### src/rtl/mem_port_arbiter.sv
// Two-requester memory port arbiter: I-cache reads and D-cache reads/writes share one port.
// Define ARB_ROUND_ROBIN_EN to alternate grants on conflicts; default is fixed D-over-I priority.
module mem_port_arbiter #(
  parameter int READ_DELAY = 10,
  parameter int ADDR_W     = 16
) (
  input  logic              clk,
  input  logic              rst,
  input  logic              i_req,
  input  logic [ADDR_W-1:0] i_addr,
  output logic              i_ack,
  output logic [31:0]       i_rdata,
  input  logic              d_req,
  input  logic              d_we,
  input  logic [ADDR_W-1:0] d_addr,
  input  logic [3:0]        d_wstrb,
  input  logic [31:0]       d_wdata,
  output logic              d_ack,
  output logic [31:0]       d_rdata,
  output logic [ADDR_W-1:0] mem_addr,
  output logic              mem_rden,
  output logic              mem_wren,
  output logic [3:0]        mem_wstrb,
  output logic [31:0]       mem_wdata,
  input  logic [31:0]       mem_rdata,
  output logic              busy
);

  typedef enum logic [1:0] {IDLE, RD_WAIT, WR, RESP} state_t;

  localparam logic [7:0] RD_LAST = 8'(READ_DELAY);

  state_t            state, state_nxt;
  logic [7:0]        cnt;
  logic              owner_d;
  logic [ADDR_W-1:0] addr_q;
  logic [3:0]        wstrb_q;
  logic [31:0]       wdata_q;
  logic [31:0]       mask;
  logic              grant_any, grant_d;

`ifdef ARB_ROUND_ROBIN_EN
  logic last_d;
  // On a conflict, hand the port to whoever did not win last time.
  always_comb begin
    grant_any = i_req | d_req;
    grant_d   = d_req & (~i_req | ~last_d);
  end
`else
  always_comb begin
    grant_any = i_req | d_req;
    grant_d   = d_req;
  end
`endif

  // Only the three supported strobe patterns pass data; anything else writes nothing.
  always_comb begin
    case (wstrb_q)
      4'b1111: mask = 32'hFFFF_FFFF;
      4'b0011: mask = 32'h0000_FFFF;
      4'b0001: mask = 32'h0000_00FF;
      default: mask = 32'h0000_0000;
    endcase
  end

  always_comb begin
    state_nxt = state;
    case (state)
      IDLE:    if (grant_any) state_nxt = (grant_d && d_we) ? WR : RD_WAIT;
      RD_WAIT: if (cnt == RD_LAST) state_nxt = RESP;
      WR:      state_nxt = RESP;
      RESP:    state_nxt = IDLE;
      default: state_nxt = IDLE;
    endcase
  end

  always_comb begin
    busy      = (state != IDLE);
    mem_rden  = (state == RD_WAIT) && (cnt == RD_LAST);
    mem_wren  = (state == WR);
    mem_wstrb = (mem_wren && mask != 32'h0) ? wstrb_q : 4'b0000;
    mem_wdata = mem_wren ? (wdata_q & mask) : 32'h0;
    mem_addr  = busy ? addr_q : '0;
    i_ack     = (state == RESP) && !owner_d;
    d_ack     = (state == RESP) && owner_d;
  end

  always_ff @(posedge clk) begin
    if (rst) begin
      state   <= IDLE;
      cnt     <= 8'd0;
      owner_d <= 1'b0;
      addr_q  <= '0;
      wstrb_q <= 4'b0000;
      wdata_q <= 32'h0;
      i_rdata <= 32'h0;
      d_rdata <= 32'h0;
`ifdef ARB_ROUND_ROBIN_EN
      last_d  <= 1'b0;
`endif
    end else begin
      state <= state_nxt;
      case (state)
        IDLE: if (grant_any) begin
          owner_d <= grant_d;
          addr_q  <= grant_d ? d_addr : i_addr;
          wstrb_q <= grant_d ? d_wstrb : 4'b0000;
          wdata_q <= grant_d ? d_wdata : 32'h0;
          cnt     <= 8'd0;
`ifdef ARB_ROUND_ROBIN_EN
          last_d  <= grant_d;
`endif
        end
        RD_WAIT: begin
          cnt <= cnt + 8'd1;
          if (mem_rden) begin
            if (owner_d) d_rdata <= mem_rdata;
            else         i_rdata <= mem_rdata;
          end
        end
        WR:      d_rdata <= 32'h0;
        default: ;
      endcase
    end
  end

endmodule

### config.mk
export PLATFORM = sky130hd
export DESIGN_NAME = mem_port_arbiter
export DESIGN_NICKNAME = d
export VERILOG_FILES = /design/src/rtl/mem_port_arbiter.sv
export SDC_FILE = /design/constraint.sdc
export NUM_CORES = 1
export LEC_CHECK = 0
export CORE_MARGIN = 4
export CORE_UTILIZATION = 38
export CTS_CLUSTER_SIZE = 25
export DETAILED_ROUTE_END_ITERATION = 12
export HOLD_SLACK_MARGIN = 0.06
export MAX_ROUTING_LAYER = met4
export PLACE_DENSITY_LB_ADDON = 0.2
export SLEW_MARGIN = 40
export SYNTH_ARGS = -nofsm -noshare
export SYNTH_HDL_FRONTEND = slang
export SYNTH_SLANG_ARGS = --single-unit
### constraint.sdc
create_clock -name clk -period 1.6 [get_ports clk]
set_clock_uncertainty 0.1 [all_clocks]
set_input_delay 0.16 -clock clk [delete_from_list [all_inputs] [get_ports clk]]
set_output_delay 0.16 -clock clk [all_outputs]
set_load 0.01 [all_outputs]
# After elaboration in Yosys (flattened, before gate mapping)
# Cells that the tools add are included.
[classes]
muxes = 16
eq_ne = 11
addsub = 1
n_reduce_logical = 16
bitwise = 3
[ops]
columns = ["cell", "n"]
rows = [
  ["2-to-1 mux 32 bit", 4],
  ["case mux 32 bit (3 select lines)", 1],
  ["case mux 32 bit (2 select lines)", 1],
  ["AND 32 bit", 1],
  ["2-to-1 mux 16 bit", 2],
  ["nonzero test 32 bit", 1],
  ["case mux 8 bit (2 select lines)", 1],
  ["adder 8 x 1 -> 8 bit, second input constant", 1],
  ["equality test 8 x 4 -> 1 bit, second input constant", 1],
  ["2-to-1 mux 4 bit", 2],
  ["2-to-1 mux 8 bit", 1],
  ["case mux 2 bit (4 select lines)", 1],
  ["2-to-1 mux 2 bit", 3],
  ["inequality test 2 bit, second input constant", 3],
  ["AND reduction 2 bit", 3],
  ["AND reduction 3 bit", 2],
  ["nonzero test 2 bit", 3],
  ["logical AND 1 bit", 5],
  ["equality test 2 bit, second input constant", 2],
  ["equality test 4 x 1 -> 1 bit, second input constant", 1],
  ["equality test 4 x 2 -> 1 bit, second input constant", 1],
  ["equality test 4 bit, second input constant", 1],
  ["equality test 2 x 1 -> 1 bit, second input constant", 1],
  ["zero test 2 bit", 1],
  ["4 further kinds", 4],
]
[word_totals]
ff_bits = 127
elab_cells = 55
output_inout_bits = 121
in_bits = 105

# Depth between registers and ports, before layout
[depth]
ltp_word = 5
depth_mapped = 8
ltp_nobuf = 6

# Worst setup path after synthesis
# No wires, ideal clock.
[synth_timing]
path_type = "flip-flop to output port"
from = "register state[0]"
to = "output port mem_wdata[22]"
path_stages_with_launch = 7
arrival_ns = 1.505
path_slack_ns = -0.165
required_time_ns = 1.340
path_buffers = 1
path_cell_list = "dfxtp_1 -> inv_1 -> ha_1 -> nand2_1 -> nor2_1 -> clkbuf_1 -> and2_1"
[synth_between]
elab_chain_cells = 2
[synth_lines]
columns = ["item", "line", "source"]
rows = [
  ["start: declaration", "33", "state_t state, state_nxt;"],
  ["start signal: assignment", "102", "state <= state_nxt;"],
  ["equality test 2 bit", "80", "mem_wren = (state == WR);"],
  ["net mem_wren", "22", "output logic mem_wren,"],
  ["2-to-1 mux 32 bit", "82", "mem_wdata = mem_wren ? (wdata_q & mask) : 32'h0;"],
  ["end: declaration", "24", "output logic [31:0] mem_wdata,"],
]
# The timed path passes the listed nets, and every way through them passes these cells.

# Worst setup path after layout
[layout_timing]
from = "register state[0]"
to = "output port mem_wdata[22]"
[layout_between]
elab_chain_cells = 2
[layout_lines]
columns = ["item", "line"]
rows = [
  ["equality test 2 bit", "80"],
  ["2-to-1 mux 32 bit", "82"],
]
# No other way between the ends.

==> key figures <==
Run status
  – Status: finished, violations left
  – Failing checks: negative setup slack

STA
  – Fmax: around 510 MHz
  – RSZ-0062 raised after global routing: yes
  – Crit path time final: 1.98 ns
  – Fin crit share: 124%
  – Setup-failing EPs final: 183
  – Pins over their slew limit: 0
  – Worst hold slack: roughly 0.20 ns
  – Worst-Margin Slew: roughly 0.56 ns
  – Hold Vio Cnt, Final: 0
  – Final worst setup slack: -0.377 ns
  – Headroom to the max-slew limit: approximately 63%

Drt
  – Final WL: around 20 mm
  – Vias per inst: 5.27
  – Final routed DRC violation total: 0
  – Iter 0 DRT Violations: approximately 380
  – Routed Antenna Nets: 0
  – DR pass1 iterations: 5
  – Via count: ~5600
  – Avg WL per Cell: 19.0 µm

Cells and area
  – ANT cells: 0
  – Total Nets Final: approximately 990
  – Layout Utilization: between 70 and 80%
  – Share of cells above drive strength 1: 43.7%
  – Layout area overhead: 97.4%

Critical path
  – Crit Reg-Reg Endpoint: i_rdata[22]
  – Slowest cell on crit path: dfxtp_2
  – Worst path max stage delay: 0.33 ns
  – Critical Path Fanout Max: 8
  – Delay-heaviest family, CP: buffers and inverters
  – Crit path launch type: flop
  – Arr. time, crit path: between 1.5 and 2 ns
  – Worst R2R Path Depth: 9
  – Critical Path Sink Type: primary output
  – WS Path Type: reg2out
  – Worst path most repeated cell: buf_6
  – Reg2reg setup slack: -0.36 ns
  – WP buf/inv: 4
  – Req. time, crit path: 1.34 ns
  – Reg2Reg Launch Point: cnt[0]
  – Crit-path cells: inv_2, ha_4, nand2_4, nor2_4, buf_6, buf_12, and2_4, buf_6

Yosys
  – Register area share after synthesis: 49.4%
  – Post-synth top area cell: dfxtp_1
  – Yosys warning count: 0
  – Syn_nets: about 700
  – Most common cell in the netlist: dfxtp_1
  – Commonest cells in the netlist: dfxtp_1, nand2_1, a21oi_1
  – EDFF count, synth: 0
  – Post-Synthesis Cells: 592
  – Area contributors post-synth: dfxtp_1, nand2_1, a21oi_1
  – Post-synth ARST share: 0%
  – Number of synthesized register bits: 127
  – Post-synth top flop: dfxtp_1
  – Synth Cell Area: 5150 µm²
  – Avg Cell Area, Syn: between 8 and 9 µm²
  – Post-synth cell types: 38
  – Synth top area share: between 40% and 50%

Placed design
  – Post-detail-place hpwl: roughly 11 mm
  – IO buf count: about 230
  – Setup WS pre-CTS: -0.359 ns
  – GP Congestion: 0.859

GRT
  – Initial antenna violation count: 0
  – Largest net degree at the start of global routing: 53
  – Vias in the first global route: roughly 5400
  – First-pass GRT wire length: around 27 mm
  – GRT Util Overall: a little over a fifth
  – Overflow left after global routing: 0

Die
  – Area of the core: 13200 µm²
  – Io pins: 226
  – Total Die Area: 15500 µm²
  – Die width: between 100 and 150 µm
  – Die height: approximately 120 µm
  – Standard-cell rows: 42
  – Starting density of the core: around two fifths

Power and ir drop
  – Clock Power Share: between 20% and 30%
  – Sw frac: between 30% and 40%
  – Reg power frac: between 20 and 30%
  – Total Power: between 10 and 15 mW
  – Combinational group share of total power: between 40% and 50%
  – Pleak: approximately 4.2 nW
  – Power Density: 1330 nW/µm²
  – VDD IR max: 1010 µV
  – Int Power: 8.87 mW
  – NetSw: around 4.7 mW

Min path
  – End of the worst hold path: d_rdata[28]
  – Min-delay src: rst
  – Hold depth: 4
  – Type of the worst min-delay path: in2reg

Clock network
  – TritonCTS clock tree: done
  – Clk_lat worst skew: between 0.4 and 0.5 ns
  – Worst-path clk slew: 0.06 ns
  – Root Driver: clkbuf_16
  – Total CTS buffers: 17
  – Clk sinks: 127
  – H-tree depth: 4
  – Maximum root-to-sink buffer count: 2

Job
  – Max-Cap Viols: 0
## worst reg2reg max path: stages, from the launching register on
cell	delay (ns)
dfxtp_2	0.32
inv_2	0.05
ha_4	0.11
nor4b_4	0.27
buf_4	0.19
buf_6	0.09
and4b_4	0.33
clkbuf_16	0.23
nand2_4	0.06
a21oi_2	0.14
## cell type report
cell class	count	area, µm²
inverter	7	36.3
tap	176	220
sequential	127	2550
multi-input combinational	413	3380
timing repair buffer	314	3380
clock buffer	20	467
fill	852	3070
clock inverter	12	134
## cell usage in the layout (no fill, tap or decap), drive strengths merged, types with 4 or more instances in the layout
cell type,count
clkdlybuf4s50,157
buf,142
dfxtp,127
nand2,108
a21oi,76
nand3,43
and2,33
a22o,32
nor2,30
clkbuf,25
a211oi,17
nor2b,17
mux2i,16
dlymetal6s2s,9
o21ai,8
inv,8
ha,6
clkinvlp,5
clkinv,4
## power by group through the flow
stage / Combinational [mW] / Clock [mW] / Sequential, mW
after floorplan: 1.70 / 0 / 3.69
final: 5.86 / 3.90 / 3.78
after detailed placement: 3.29 / 0 / 3.73
after CTS: 4.46 / 3.91 / 3.71
after global placement: 3.23 / 0 / 3.72
after global routing: 6.18 / 4.09 / 3.81
## per-layer routing
metal	part of all wire (%)	routed length (µm)	global-route usage [%]
met5	0	0	-
met4	1.7	349	7.74
met3	7.0	1420	6.60
met2	51	10400	36.2
met1	40	8200	25.4
## cells by family after synthesis
group	after synthesis	synth area share, %
xor gates and xnor gates	2	0.340
muxes	16	3.11
DFF	127	49.4
and+or+nand+nor	250	23.3
AOI/OAI and AO/OA	139	17.2
buffers and inverters	52	5.30
adders and majority gates	6	1.46
## how the worst max path moves through the flow
| stage | from | end | cells past startpoint |
|---|---|---|---|
| floorplan | state[1] | d_rdata[0] | 7 |
| global placement | state[0] | mem_wdata[31] | 7 |
| detailed placement | state[0] | mem_wdata[26] | 7 |
| CTS | state[0] | mem_wdata[14] | 8 |
| global route | cnt[0] | i_rdata[22] | 9 |
| finish | state[0] | mem_wdata[22] | 8 |
## stage by stage
| step | instances | area [µm²] | TNS [ns] |
|---|---|---|---|
| floorplan | 592 | 5200 | -1.38 |
| global placement | 997 | 7910 | -29.43 |
| detailed placement | 997 | 7910 | -35.81 |
| CTS | 1053 | 9140 | -30.76 |
| global route | 1069 | 10200 | -62.00 |
| finish | 1069 | 10200 | -49.57 |
## sequential cells by signal, indices dropped and copies added (netlist names)
register	cells
addr_q	16
cnt	8
d_rdata	32
i_rdata	32
owner_d	1
state	2
wdata_q	32
wstrb_q	4
## what timing repair did
item	CTS	global route
endpoints found under the hold margin	1	0
gates resized for setup	368	241
setup buffers	20	14
pin swaps	76	85
endpoints found under the setup margin	184	193
gates cloned	4	9
hold buffers	1	0
No activity file was read; power rests on OpenSTA's default activity.
